`src/rtl/splitter.sv`:
```
// Splitter: re-enqueues one spilled chunk slot of tasks and returns fully drained chunks to the splitter stack.
// Optional build macro SPLITTER_STATS_EN adds split/task/free counters on the register bus.
module splitter #(
    parameter int CORE_ID = 3,
    parameter int TILE_ID = 0
) (
    input  logic        clk,
    input  logic        rstn,
    output logic        l1_arvalid,
    input  logic        l1_arready,
    output logic [31:0] l1_araddr,
    output logic [7:0]  l1_arlen,
    output logic [2:0]  l1_arsize,
    output logic [3:0]  l1_arid,
    input  logic        l1_rvalid,
    output logic        l1_rready,
    input  logic [63:0] l1_rdata,
    input  logic        l1_rlast,
    output logic        l1_awvalid,
    input  logic        l1_awready,
    output logic [31:0] l1_awaddr,
    output logic [7:0]  l1_awlen,
    output logic [2:0]  l1_awsize,
    output logic [3:0]  l1_awid,
    output logic        l1_wvalid,
    output logic [63:0] l1_wdata,
    output logic [7:0]  l1_wstrb,
    output logic        l1_wlast,
    input  logic        l1_bvalid,
    output logic        l1_bready,
    input  logic        reg_wvalid,
    input  logic [7:0]  reg_waddr,
    input  logic [31:0] reg_wdata,
    input  logic        reg_arvalid,
    input  logic [7:0]  reg_araddr,
    output logic        reg_rvalid,
    output logic [31:0] reg_rdata,
    input  logic        task_in_valid,
    output logic        task_in_ready,
    input  logic [63:0] task_in,
    output logic        task_out_valid,
    input  logic        task_out_ready,
    output logic [63:0] task_out,
    output logic        stack_lock_out,
    input  logic        stack_lock_in
);
    localparam int TQ_WIDTH                       = 64;
    localparam int TASKS_PER_SPLITTER             = 8;
    localparam int LOG_SPLITTERS_PER_CHUNK        = 3;
    localparam int LOG_SPLITTER_CHUNK_WIDTH       = 6;
    localparam int LOG_SPLITTER_STACK_ENTRY_WIDTH = 4;
    localparam int SLOTS                          = 2 ** LOG_SPLITTERS_PER_CHUNK;

    localparam logic [7:0] CORE_START            = 8'h00;
    localparam logic [7:0] CORE_STATE            = 8'h04;
    localparam logic [7:0] CORE_NUM_ENQ          = 8'h08;
    localparam logic [7:0] CORE_NUM_DEQ          = 8'h0C;
    localparam logic [7:0] CORE_STAT_0           = 8'h10;
    localparam logic [7:0] SPILL_BASE_TASKS      = 8'h20;
    localparam logic [7:0] SPILL_BASE_STACK      = 8'h24;
    localparam logic [7:0] SPILL_BASE_SCRATCHPAD = 8'h28;
    localparam logic [7:0] SPILL_ADDR_STACK_PTR  = 8'h2C;

    // state        | meaning
    // IDLE         | wait for a splitter task (only while started)
    // RD_TASKS     | issue burst read of the slot's task records
    // RD_DATA      | stream records straight to task_out
    // RD_SCR(_WAIT)| read the chunk's done bitmap
    // WR_SCR(_WAIT)| write merged bitmap, zero if chunk complete
    // GRAB/CHECK   | acquire stack lock, one settle cycle
    // RD_PTR(_WAIT)| read stack pointer
    // WR_ENTRY(_W) | push chunk id at ptr-1
    // WR_PTR(_WAIT)| store ptr-1
    // RELEASE      | drop stack lock
    typedef enum logic [3:0] {
        IDLE, RD_TASKS, RD_DATA, RD_SCR, RD_SCR_WAIT, WR_SCR, WR_SCR_WAIT, GRAB,
        CHECK, RD_PTR, RD_PTR_WAIT, WR_ENTRY, WR_ENTRY_WAIT, WR_PTR, WR_PTR_WAIT, RELEASE
    } state_t;

    state_t      state, state_nx;
    logic        start, err_underflow;
    logic [15:0] coal_id, chunk, ptr, ptr_m1;
    logic [31:0] scr_word, spill_base, stack_base, scr_base, ptr_addr, scr_addr, rd_mux;
    logic        chunk_full, task_hs;

    assign chunk      = coal_id >> LOG_SPLITTERS_PER_CHUNK;
    assign ptr_m1     = ptr - 16'd1;
    assign scr_addr   = scr_base + ({16'b0, chunk} << 2);
    assign chunk_full = &scr_word[SLOTS-1:0];
    assign task_hs    = (state == IDLE) && start && task_in_valid;
    assign task_out   = l1_rdata[TQ_WIDTH-1:0];
    assign l1_arid    = 4'd0;
    assign l1_awid    = 4'd0;
    assign l1_awlen   = 8'd0;
    assign l1_wlast   = 1'b1;
    assign l1_wvalid  = l1_awvalid;

    logic unused_ok;
    assign unused_ok = ^{task_in[63:32], task_in[15:0], reg_wdata[31:26]} ^ TILE_ID[0];

    always_ff @(posedge clk or negedge rstn) begin
        if (!rstn) state <= IDLE;
        else       state <= state_nx;
    end

    always_comb begin
        state_nx       = state;
        task_in_ready  = 1'b0;
        task_out_valid = 1'b0;
        l1_arvalid     = 1'b0;
        l1_araddr      = '0;
        l1_arlen       = '0;
        l1_arsize      = '0;
        l1_rready      = 1'b0;
        l1_awvalid     = 1'b0;
        l1_awaddr      = '0;
        l1_awsize      = '0;
        l1_wdata       = '0;
        l1_wstrb       = '0;
        l1_bready      = 1'b0;
        case (state)
            IDLE: begin
                task_in_ready = start;
                if (task_hs) state_nx = RD_TASKS;
            end
            RD_TASKS: begin
                l1_arvalid = 1'b1;
                l1_araddr  = spill_base + ({16'b0, coal_id} << LOG_SPLITTER_CHUNK_WIDTH);
                l1_arlen   = 8'(TASKS_PER_SPLITTER - 1);
                l1_arsize  = 3'($clog2(TQ_WIDTH) - 3);
                if (l1_arready) state_nx = RD_DATA;
            end
            RD_DATA: begin
                task_out_valid = l1_rvalid;
                l1_rready      = task_out_ready;
                if (l1_rvalid && task_out_ready && l1_rlast) state_nx = RD_SCR;
            end
            RD_SCR: begin
                l1_arvalid = 1'b1;
                l1_araddr  = scr_addr;
                l1_arsize  = 3'd2;
                if (l1_arready) state_nx = RD_SCR_WAIT;
            end
            RD_SCR_WAIT: begin
                l1_rready = 1'b1;
                if (l1_rvalid) state_nx = WR_SCR;
            end
            WR_SCR: begin
                l1_awvalid = 1'b1;
                l1_awaddr  = scr_addr;
                l1_awsize  = 3'd2;
                l1_wstrb   = 8'h0F;
                l1_wdata   = chunk_full ? 64'd0 : {32'd0, scr_word};
                if (l1_awready) state_nx = WR_SCR_WAIT;
            end
            WR_SCR_WAIT: begin
                l1_bready = 1'b1;
                if (l1_bvalid) state_nx = chunk_full ? GRAB : IDLE;
            end
            GRAB:  if (!stack_lock_in) state_nx = CHECK;
            CHECK: state_nx = RD_PTR;
            RD_PTR: begin
                l1_arvalid = 1'b1;
                l1_araddr  = ptr_addr;
                l1_arsize  = 3'd1;
                if (l1_arready) state_nx = RD_PTR_WAIT;
            end
            RD_PTR_WAIT: begin
                l1_rready = 1'b1;
                if (l1_rvalid) state_nx = (l1_rdata[15:0] == 16'd0) ? RELEASE : WR_ENTRY;
            end
            WR_ENTRY: begin
                l1_awvalid = 1'b1;
                l1_awaddr  = stack_base + ({16'b0, ptr_m1} << (LOG_SPLITTER_STACK_ENTRY_WIDTH - 3));
                l1_awsize  = 3'd1;
                l1_wstrb   = 8'h03;
                l1_wdata   = {48'd0, chunk};
                if (l1_awready) state_nx = WR_ENTRY_WAIT;
            end
            WR_ENTRY_WAIT: begin
                l1_bready = 1'b1;
                if (l1_bvalid) state_nx = WR_PTR;
            end
            WR_PTR: begin
                l1_awvalid = 1'b1;
                l1_awaddr  = ptr_addr;
                l1_awsize  = 3'd1;
                l1_wstrb   = 8'h03;
                l1_wdata   = {48'd0, ptr_m1};
                if (l1_awready) state_nx = WR_PTR_WAIT;
            end
            WR_PTR_WAIT: begin
                l1_bready = 1'b1;
                if (l1_bvalid) state_nx = RELEASE;
            end
            RELEASE: state_nx = IDLE;
            default: state_nx = IDLE;
        endcase
    end

    always_ff @(posedge clk or negedge rstn) begin
        if (!rstn) begin
            start          <= 1'b0;
            spill_base     <= '0;
            stack_base     <= '0;
            scr_base       <= '0;
            ptr_addr       <= '0;
            coal_id        <= '0;
            scr_word       <= '0;
            ptr            <= '0;
            err_underflow  <= 1'b0;
            stack_lock_out <= 1'b0;
        end else begin
            if (reg_wvalid) begin
                case (reg_waddr)
                    CORE_START:            start      <= reg_wdata[CORE_ID];
                    SPILL_BASE_TASKS:      spill_base <= {reg_wdata[25:0], 6'b0};
                    SPILL_BASE_STACK:      stack_base <= {reg_wdata[25:0], 6'b0};
                    SPILL_BASE_SCRATCHPAD: scr_base   <= {reg_wdata[25:0], 6'b0};
                    SPILL_ADDR_STACK_PTR:  ptr_addr   <= {reg_wdata[25:0], 6'b0};
                    default: ;
                endcase
            end
            if (task_hs) coal_id <= task_in[31:16];
            if (state == RD_SCR_WAIT && l1_rvalid)
                scr_word <= l1_rdata[31:0] | (32'd1 << coal_id[LOG_SPLITTERS_PER_CHUNK-1:0]);
            if (state == RD_PTR_WAIT && l1_rvalid) begin
                ptr <= l1_rdata[15:0];
                if (l1_rdata[15:0] == 16'd0) err_underflow <= 1'b1;
            end
            // Coalescer backs off if it requests in the cycle we take the lock.
            if (state == GRAB && !stack_lock_in) stack_lock_out <= 1'b1;
            else if (state == RELEASE)           stack_lock_out <= 1'b0;
        end
    end

`ifdef SPLITTER_STATS_EN
    logic [31:0] num_splits, num_tasks, num_frees;
    always_ff @(posedge clk or negedge rstn) begin
        if (!rstn) begin
            num_splits <= '0;
            num_tasks  <= '0;
            num_frees  <= '0;
        end else begin
            if (task_hs) num_splits <= num_splits + 32'd1;
            if (task_out_valid && task_out_ready) num_tasks <= num_tasks + 32'd1;
            if (state == WR_PTR_WAIT && l1_bvalid) num_frees <= num_frees + 32'd1;
        end
    end
`endif

    always_comb begin
        rd_mux = '0;
        case (reg_araddr)
            CORE_STATE:   rd_mux = {27'd0, err_underflow, state};
`ifdef SPLITTER_STATS_EN
            CORE_NUM_DEQ: rd_mux = num_splits;
            CORE_NUM_ENQ: rd_mux = num_tasks;
            CORE_STAT_0:  rd_mux = num_frees;
`else
            CORE_NUM_DEQ, CORE_NUM_ENQ, CORE_STAT_0: rd_mux = '0;
`endif
            default:      rd_mux = '0;
        endcase
    end

    always_ff @(posedge clk or negedge rstn) begin
        if (!rstn) begin
            reg_rvalid <= 1'b0;
            reg_rdata  <= '0;
        end else begin
            reg_rvalid <= reg_arvalid;
            reg_rdata  <= rd_mux;
        end
    end
endmodule

```
`config.mk`:
```
export PLATFORM = sky130hd
export DESIGN_NAME = splitter
export DESIGN_NICKNAME = d
export VERILOG_FILES = /design/src/rtl/splitter.sv
export SDC_FILE = /design/constraint.sdc
export NUM_CORES = 1
export LEC_CHECK = 0
export ABC_AREA = 1
export BUFFER_PORTS_ARGS = -buffer_cell sky130_fd_sc_hd__buf_2
export CORE_AREA = 2 2 178 180
export CTS_CLUSTER_SIZE = 10
export DETAILED_ROUTE_END_ITERATION = 8
export DIE_AREA = 0 0 180 182
export PLACE_DENSITY = 0.73
export SYNTH_ARGS = -nofsm -noshare
export SYNTH_HDL_FRONTEND = slang
export SYNTH_SLANG_ARGS = --single-unit
```
`constraint.sdc`:
```
create_clock -name clk -period 3.61 [get_ports clk]
set_input_delay 0.5415 -clock clk [delete_from_list [all_inputs] [get_ports clk]]
set_output_delay 0.5415 -clock clk [all_outputs]
set_load 0.1 [all_outputs]
```
==> results.md <==
## Power
• clock network fraction of total power: 18.1%
• switch share: 53.87%
• Final Total Pwr: 0.01111 W
• net switching power figure: 0.005985 W
• combinational fraction of design power: 55.8%
• maximum VDD drop: 0.5620 mV
• Cell Int Power: 0.005125 W
• standby leakage power: 9.326 nW
• power per unit of standard cell area: 641.0 mW/mm^2
• Flop pwr share: 26.1%

## Logic synthesis
• dominant cell type by area after synthesis: sky130_fd_sc_hd__dfrtp_1
• synthesized instance count: 2028
• cell types occupying the most area after synthesis: sky130_fd_sc_hd__dfrtp_1 32%, sky130_fd_sc_hd__nand2_1 17%, sky130_fd_sc_hd__buf_4 8.7%, sky130_fd_sc_hd__nand3_1 6.5%, sky130_fd_sc_hd__inv_1 6.1%
• Post-synth EDFFs: 0
• synthesis warning total: 0
• cell area after synthesis: 0.01399 sq mm
• portion of synthesized cell area occupied by the leading cell type: 32.37%
• post-synthesis average cell area: 6.899 sq um
• post-synthesis cell type count: 49
• async set or reset register ratio after synthesis: 100.0%
• number of synthesized register bits: 181
• post-synthesis sequential area ratio: 32.37%
• top_reg_cell synth: sky130_fd_sc_hd__dfrtp_1

## Worst setup path
• biggest fanout along the worst timing path: 5
• Critical Path AT: 3.33 ns
• data required time of the critical path: 3.07 ns
• critical path type: reg -> out
• type of destination of the critical path: primary output
• Startpoint Class: register

## Timing
• clock skew after layout: 0.007893 ns
• count of final setup violators: 25
• actual slew at the worst max-slew pin: 0.9043 ns
• final cycle utilization of the critical path: 107.4%
• Max Transition Viols Final: 0
• setup repair after global routing missed its margin: yes
• Max-Slew Margin vs Limit: 39.64%
• Fmax: 258.0 MHz
• crit path setup slack, layout: -0.2657 ns
• final count of hold timing violations: 0
• final period demand of the worst path: 3.876 ns

## Floorplan
• width of the die: 180 um
• die area: 0.03276 sq mm
• Die Ht: 182 um
• floorplan core area: 0.03099 sq mm
• count of boundary I/O pins: 460
• initial cell density of the core: 45.16%
• row cnt: 65

## Placement
• Worst Setup Slack post-DPL: -0.01258 ns
• # port buffers: 251
• cell count after placement: 2591
• half-perimeter wire length after detailed placement: 37.14 mm
• weighted congestion reported at the end of routability-driven placement: 0.9458

## Global route
• number of global-route vias before repair: 13370
• total grt overflow: 0
• maximum number of pins on one net before global-route repair: 82
• first-pass GRT wire length: 73.67 mm
• number of antenna violations at the first check in global routing: 0
• aggregate global-route resource usage: 28.75%

## Drt
• first-pass iteration count of the detailed router: 6
• wire per inst: 18.36 um
• number of design-rule violations left by the first detailed-router iteration: 1376
• post-route antenna net violation count: 0
• total wire length after detailed routing: 49.18 mm
• Avg Vias per Cell: 5.388
• DRC violation count after routing: 0
• DR vias: 14440

## Finish
• core occupancy in the finished layout: 55.93%
• layout cells sized above 1: 28.65%
• Non-Filler Instances: 2679
• P&R area growth vs syn: 23.87%
• Layout Nets: 2493

## Run status
• violations in the final reports: setup timing
• run status: finished, violations left

## Clocking
• TritonCTS clock tree: yes
• total CTS buffers: 17
• Root Driver: sky130_fd_sc_hd__clkbuf_16
• Bufs on Longest Clock Path: 2
• number of clock sinks: 181
• level count of the clock H-tree: 4
• clock slew seen by the registers of the worst setup and hold paths: 0.08 ns
• clock insertion delay at the later pin of the skew report: 0.45 ns
• hold_buf cts: 0

## Run
• number of maximum-capacitance violations: 0

## Worst hold path
• path class of the lowest-slack min-delay path: in -> async

[logic make-up (layout without fill, tap and decap cells)]
group,Yosys count,in the layout,synth area share [%]
compound gates,227,227,9.577
xor+xnor,20,20,1.252
fa+ha+maj,42,42,3.917
buf+inv,447,607,16.98
flops,181,181,32.37
mux,30,30,2.414
other cells,2,91,0.05367
simple gates,1079,1079,33.43
[routing by layer]
metal | global-route usage, % | vias to the layer above | share of wire, %
met5 | 0 | - | 0
met4 | 12.10 | 0 | 4.5
met3 | 4.031 | 153 | 7.2
met2 | 48.58 | 741 | 48
met1 | 36.95 | 6808 | 40
li1 | - | 6733 | -
[power by group through the flow]
| stage | logic (W) | registers (W) | clock network (W) |
|---|---|---|---|
| floorplan | 0.00445 | 0.00273 | 0 |
| global route | 0.00648 | 0.00294 | 0.00211 |
| global placement | 0.00516 | 0.00283 | 0 |
| finish | 0.00620 | 0.00290 | 0.00201 |
| detailed placement | 0.00522 | 0.00285 | 0 |
| CTS | 0.00577 | 0.00284 | 0.00202 |
[layout by cell type (no fill, tap or decap), types with 30 or more instances in the layout]
master / instances
sky130_fd_sc_hd__buf_2: 210
sky130_fd_sc_hd__buf_4: 85
sky130_fd_sc_hd__conb_1: 90
sky130_fd_sc_hd__dfrtp_1: 175
sky130_fd_sc_hd__inv_1: 210
sky130_fd_sc_hd__mux2_2: 30
sky130_fd_sc_hd__nand2_1: 597
sky130_fd_sc_hd__nand2_2: 34
sky130_fd_sc_hd__nand3_1: 137
sky130_fd_sc_hd__nand3_2: 38
sky130_fd_sc_hd__nor2_1: 123
sky130_fd_sc_hd__o21ai_0: 94
sky130_fd_sc_hd__o21ai_2: 39
[Yosys cell counts, drive strengths merged (2+ instances only)]
cell type,n
xnor2,8
nor3b,2
fa,3
nor3,12
or2,14
ha,39
nand3,186
mux2,30
clkbuf,13
conb,2
nor2,150
inv,233
and3,2
a22oi,5
xor2,12
nand2,648
clkinv,2
o211ai,9
o21bai,2
o22ai,4
a21oi,33
and2,3
o21ai,162
nand4,28
nand3b,28
dfrtp,181
a31oi,3
o221ai,7
nor4,5
buf,199
[stage by stage]
step           instance area (sq um)  hold WS (ns)  TNS [ns]
3_3_place_gp                   15290        0.4598  -0.01148
3_5_place_dp                   15290        0.4648  -0.02293
5_1_grt                        17330        0.1750    -7.218
2_1_floorplan                  14410        0.2459  -0.09925
4_1_cts                        16790        0.1719    -1.116
6_report                       17330        0.1194    -4.625
[worst max-delay path, cell delays in order, from the launching register on]
cell,delay [ns]
sky130_fd_sc_hd__dfrtp_2,0.47
sky130_fd_sc_hd__nor2_4,0.18
sky130_fd_sc_hd__nand3_4,0.14
sky130_fd_sc_hd__nor3_4,0.30
sky130_fd_sc_hd__buf_6,0.17
sky130_fd_sc_hd__xor2_4,0.22
sky130_fd_sc_hd__ha_4,0.26
sky130_fd_sc_hd__nand3_1,0.11
sky130_fd_sc_hd__nand2_2,0.10
sky130_fd_sc_hd__buf_4,0.15
sky130_fd_sc_hd__or2_2,0.26
sky130_fd_sc_hd__nand3_1,0.15
sky130_fd_sc_hd__o221ai_2,0.18
sky130_fd_sc_hd__buf_12,0.20
[what timing repair did]
action / CTS / global route
resized for setup: 157 / 97
buffers inserted: 34 / 21
pin swaps: 60 / 69
setup endpoints to repair: 31 / 41
[final cells by class]
class	instances	area, sq um
tap	402	503.0
inverter	235	888.4
fill	2821	13650
clock inverter	14	182.7
antenna	1	2.502
multi-input combinational	1488	8397
sequential	181	4537
clock buffer	18	439.2
timing repair buffer	340	2382
[registers in the layout, indices dropped and copies added, names as in the netlist]
register        count
coal_id            16
err_underflow       1
ptr                16
ptr_addr           26
reg_rdata           5
reg_rvalid          1
scr_base           26
scr_word           32
spill_base         26
stack_base         26
stack_lock_out      1
start               1
state               4
[final timing paths]
path | from | endpoint | slack [ns] | depth (start not counted)
worst max register to register | state[2] | ptr[5] | 1.25 | 6
worst min register to register | err_underflow | err_underflow | 0.48 | 2
worst max-delay path | ptr[2] | l1_awaddr[10] | -0.27 | 13
worst min-delay path | rstn | reg_rdata[2] | 0.12 | 1
min in group clk | reg_arvalid | reg_rvalid | 0.20 | 1
max in group asynchronous | rstn | spill_base[30] | 2.54 | 2
No activity file was read; power rests on OpenSTA's default activity.
